## src/rtl/tt_um_emern_spi_host.sv

```systemverilog
// SPI mode-0 host: sends len-byte transactions MSB-first under one CS assertion
// and returns every received byte, optionally gated by the GPU INT line.
module tt_um_emern_spi_host #(
  parameter int CLK_DIV  = 2,
  parameter int LEN_W    = 4,
  parameter int CS_GUARD = 2
) (
  input  logic             clk,
  input  logic             rst_n,
  input  logic             start,
  input  logic [LEN_W-1:0] len,
  input  logic             wait_int,
  output logic             busy,
  input  logic [7:0]       tx_data,
  input  logic             tx_valid,
  output logic             tx_ready,
  output logic [7:0]       rx_data,
  output logic             rx_valid,
  output logic             done,
  output logic             cs_out,
  output logic             sck_out,
  output logic             mosi_out,
  input  logic             miso_in,
  input  logic             int_in
);

  localparam int DIV_W = $clog2(CLK_DIV) + 1;
  localparam int GRD_W = $clog2(CS_GUARD) + 1;

  typedef enum logic [2:0] {
    IDLE, WAIT_INT, LOAD, GUARD_S, SHIFT, GUARD_E, FINISH
  } state_t;

  state_t           state;
  logic [LEN_W-1:0] remain;
  logic [2:0]       bit_cnt;
  logic [DIV_W-1:0] div;
  logic [GRD_W-1:0] gcnt;
  logic             int_meta;
  logic             int_sync;
  logic [6:0]       tx_sh;
  logic [7:0]       rx_sh;

  logic handshake;
  logic tick;
  logic rise;
  logic fall;

  always_comb begin
    handshake = (state == LOAD) && tx_valid && tx_ready;
    tick      = (state == SHIFT) && (div == DIV_W'(CLK_DIV - 1));
    rise      = tick && !sck_out;
    fall      = tick && sck_out;
  end

  always_ff @(posedge clk or negedge rst_n) begin
    if (!rst_n) begin
      state    <= IDLE;
      busy     <= 1'b0;
      tx_ready <= 1'b0;
      rx_valid <= 1'b0;
      done     <= 1'b0;
      rx_data  <= 8'h00;
      cs_out   <= 1'b1;
      sck_out  <= 1'b0;
      mosi_out <= 1'b0;
      remain   <= '0;
      bit_cnt  <= '0;
      div      <= '0;
      gcnt     <= '0;
      int_meta <= 1'b0;
      int_sync <= 1'b0;
    end else begin
      int_meta <= int_in;
      int_sync <= int_meta;
      rx_valid <= 1'b0;
      done     <= 1'b0;
      case (state)
        IDLE: begin
          if (start && (len != '0)) begin
            remain <= len;
            busy   <= 1'b1;
            if (wait_int) begin
              state <= WAIT_INT;
            end else begin
              state    <= LOAD;
              tx_ready <= 1'b1;
            end
          end
        end
        WAIT_INT: begin
          if (int_sync) begin
            state    <= LOAD;
            tx_ready <= 1'b1;
          end
        end
        LOAD: begin
          // CS still high here means this is the first byte of the transaction
          if (handshake) begin
            tx_ready <= 1'b0;
            mosi_out <= tx_data[7];
            bit_cnt  <= '0;
            div      <= '0;
            if (cs_out) begin
              cs_out <= 1'b0;
              gcnt   <= '0;
              state  <= GUARD_S;
            end else begin
              state <= SHIFT;
            end
          end
        end
        GUARD_S: begin
          if (gcnt == GRD_W'(CS_GUARD - 1)) begin
            gcnt  <= '0;
            state <= SHIFT;
          end else begin
            gcnt <= gcnt + 1'b1;
          end
        end
        SHIFT: begin
          if (tick) begin
            div     <= '0;
            sck_out <= ~sck_out;
            if (fall) begin
              if (bit_cnt == 3'd7) begin
                rx_data  <= rx_sh;
                rx_valid <= 1'b1;
                bit_cnt  <= '0;
                remain   <= remain - 1'b1;
                if (remain == LEN_W'(1)) begin
                  gcnt  <= '0;
                  state <= GUARD_E;
                end else begin
                  tx_ready <= 1'b1;
                  state    <= LOAD;
                end
              end else begin
                bit_cnt  <= bit_cnt + 1'b1;
                mosi_out <= tx_sh[6];
              end
            end
          end else begin
            div <= div + 1'b1;
          end
        end
        GUARD_E: begin
          if (gcnt == GRD_W'(CS_GUARD - 1)) begin
            gcnt   <= '0;
            cs_out <= 1'b1;
            done   <= 1'b1;
            state  <= FINISH;
          end else begin
            gcnt <= gcnt + 1'b1;
          end
        end
        FINISH: begin
          busy  <= 1'b0;
          state <= IDLE;
        end
        default: state <= IDLE;
      endcase
    end
  end

  // Shift registers carry data only; their contents are don't-care outside a transfer
  always_ff @(posedge clk) begin
    if (handshake) begin
      tx_sh <= tx_data[6:0];
    end else if (fall && (bit_cnt != 3'd7)) begin
      tx_sh <= {tx_sh[5:0], 1'b0};
    end
    if (rise) begin
      rx_sh <= {rx_sh[6:0], miso_in};
    end
  end

endmodule

```

## config.mk

```make
export PLATFORM = sky130hd
export DESIGN_NAME = tt_um_emern_spi_host
export DESIGN_NICKNAME = d
export VERILOG_FILES = /design/src/rtl/tt_um_emern_spi_host.sv
export SDC_FILE = /design/constraint.sdc
export NUM_CORES = 1
export LEC_CHECK = 0
export ABC_AREA = 0
export BUFFER_PORTS_ARGS = -buffer_cell sky130_fd_sc_hd__buf_2
export CORE_MARGIN = 1
export CORE_UTILIZATION = 50
export DETAILED_ROUTE_END_ITERATION = 10
export PLACE_DENSITY = 0.72
export SLEW_MARGIN = 10
export SYNTH_ARGS = -nofsm -noshare
export SYNTH_HDL_FRONTEND = slang
export SYNTH_SLANG_ARGS = --single-unit
```

## constraint.sdc

```tcl
create_clock -name clk -period 2.2 [get_ports clk]
set_input_delay 0.22 -clock clk [delete_from_list [all_inputs] [get_ports clk]]
set_output_delay 0.22 -clock clk [all_outputs]
set_load 0.01 [all_outputs]
```

==> qor.yml <==
clkSinkCount: 46
critical-path-max-stage-delay_ps: 640
drive_gt1_share_pct: 29.26
rsz0062_at_grt: "false"
ys_warn_count: 0
clock_latency_ps: 300
routedWlPerCell_um: 16.28
fin_crit_ps: 1941
cts.clk_slew.worst_paths_ps: 80
power_density_mw_per_mm2: 1089
critPathLaunchType: "register"
synth.top_cell.area_share_pct: 33.73
firstDrtPassIters: 4
worst-path-max-fanout: 11
antennaDiodeCount: 0
post-dp-hpwl_um: 3318
root_buffer: "clkbuf_8"
start_util_pct: 53.71
r2r-start: "state[0]"
postRouteAntennaNets: 0
grt_first_pass_wirelength_um: 7521
synthFlopType: "dfrtp_1"
synth_area_per_cell_sq_um: 11.90
synthTopCellsByArea: "dfrtp_1 34%, edfxtp_1 20%, mux2_4 5.4%, mux2_2 3.0%, ha_1 2.2%"
ir_drop_mv: 0.5796
cts_tree: "done"
power_mw: 2.791
wl_um: 4543
cts_buffer_depth: 2
finalCritPeriodShare_pct: 88.24
syn2layout_area_growth_pct: 15.18
fin_nets: 251
grt_remaining_overflow: 0
synth_edf_count: 15
coreArea_sq_mm: 0.004144
p_leak_nw: 1.236
crit_end: "rx_data[0]"
worstSetupEndpointType: "register"
synth_seq_cells: 46
worstReg2RegEnd: "rx_data[0]"
slew_violations: 0
hold_slack_ps: 28.01
worstHoldPathType: "in2reg"
yosysUniqueCellTypes: 49
slew_headroom_pct: 54.38
row_count: 23
critPathLaunch: "state[0]"
layout_common_cells: "33 x buf_2, 30 x dfrtp_1, 15 x edfxtp_1, 13 x nand2_1"
placed_cells: 270
die_x_um: 68.72
cp_num_buf_inv: 0
status: "completed"
cpLargestDelayFamily: "simple AND/OR/NAND/NOR gates"
place_congestion: 0.8011
critical_path_depth: 4
hold_depth: 1
htree_levels: 2
port_buffers: 33
ys_seq_area_share_pct: 55.14
synth_nets: 210
cp_slowest_cell: "or3b_1"
finalSetupViolations: 0
r2r_cells: 4
cp.arrival_ps: 2120
finalInstanceArea_sq_mm: 0.002564
antenna_found_initial: 0
drv_cap: 0
drt-vias-per-instance: 5.789
grtUsageTotal_pct: 21.89
netlist_area_sq_mm: 0.002226
fp.dieH_um: 68.72
grt_pass1_vias: 1590
yosysTopAreaCell: "dfrtp_1"
num_vias: 1615
cts_resized: 0
cts_buffers: 5
dieArea_sq_mm: 0.004722
drc: 0
clock.fmax_ghz: 0.5151
tightest_slew_ps: 684.4
drt_iter0_drc: 83
placed_area_sq_mm: 0.002469
synthArstFlopShare_pct: 67.39
finalClockSkew_ps: 9.149
tns_ps: 0
syn_inst: 187
finalHoldViolations: 0
path_class: "reg2reg"
r2r_slack_ps: 260
worstPathCellList: "or3b_1 -> nor2_8 -> nand2_4 -> mux2_4"
grt_max_degree: 32
required_ps: 2380
fin_cells: 279
num_io_pins: 34
mostFrequentLayoutCell: "buf_2"
==> synth_stat cells, types with 5 or more instances <==
library cell and n:
a21oi_1 8, dfrtp_1 30, edfxtp_1 15, inv_1 6, mux2_2 6, mux2_4 8
nand2_1 13, nand2b_1 8, nor2_1 8, nor3_1 7, o21ai_0 8, o22ai_1 5
==> worst reg2reg max path, delay by kind of cell (launching register included) <==
kind             cells  cell delay (ps)
DFF                  1              510
and+or+nand+nor      3              990
muxes                1              330
==> worst min-delay path by stage <==
stage                 from          to  slack, ps
finish              int_in    int_meta         30
global route        int_in    int_meta         20
CTS                 int_in    int_meta         20
detailed placement   rst_n      div[0]        320
global placement     rst_n     gcnt[0]        300
floorplan            rst_n  bit_cnt[0]        -80
==> power by group <==
part	total (mW)	switching (mW)	internal, mW
Combinational	1.05	0.607	0.445
Clock	0.502	0.277	0.225
Sequential	1.24	0.163	1.07
Total	2.79	1.05	1.74
==> cell families after synthesis <==
family,share of synthesized area [%]
mux,10.29
fa+ha+maj,2.249
compound gates,14.45
simple gates,14.84
buf+inv,3.035
flops,55.14
==> area by class of cell <==
type	instances	area [sq um]
Fill cell	357	1580
Sequential cell	46	1227
Multi-Input combinational cell	127	930.9
Timing Repair Buffer	42	235.2
Clock buffer	6	72.57
Tap cell	50	62.56
Inverter	6	22.52
Clock inverter	2	12.51
==> registers in the layout, summed over array words and instances, names as in the netlist, 2 cells and up <==
register / cells
rx_data: 8
div: 2
remain: 4
bit_cnt: 3
rx_sh: 8
gcnt: 2
tx_sh: 7
state: 3
==> repair_timing <==
action / CTS / global route
buffers inserted: 0 / 0
hold endpoints to repair: 30 / 0
hold buffers: 1 / 0
==> metal layers <==
layer	GRT usage, %	routed length (um)	share of wire (%)	vias to the layer above
met5	0	0	0	-
met1	28.59	2053	45	782
met3	5.263	241	5.3	4
li1	-	-	-	774
met2	36.52	2205	49	55
met4	5.612	42	0.92	0
==> stage by stage <==
step           utilization [%]  setup WS (ps)
2_1_floorplan                -          235.3
3_3_place_gp             59.57          351.2
3_5_place_dp             59.57          264.3
4_1_cts                  61.87          253.0
5_1_grt                  61.87          160.6
6_report                 61.87          258.8
No activity file was read; power rests on OpenSTA's default activity.
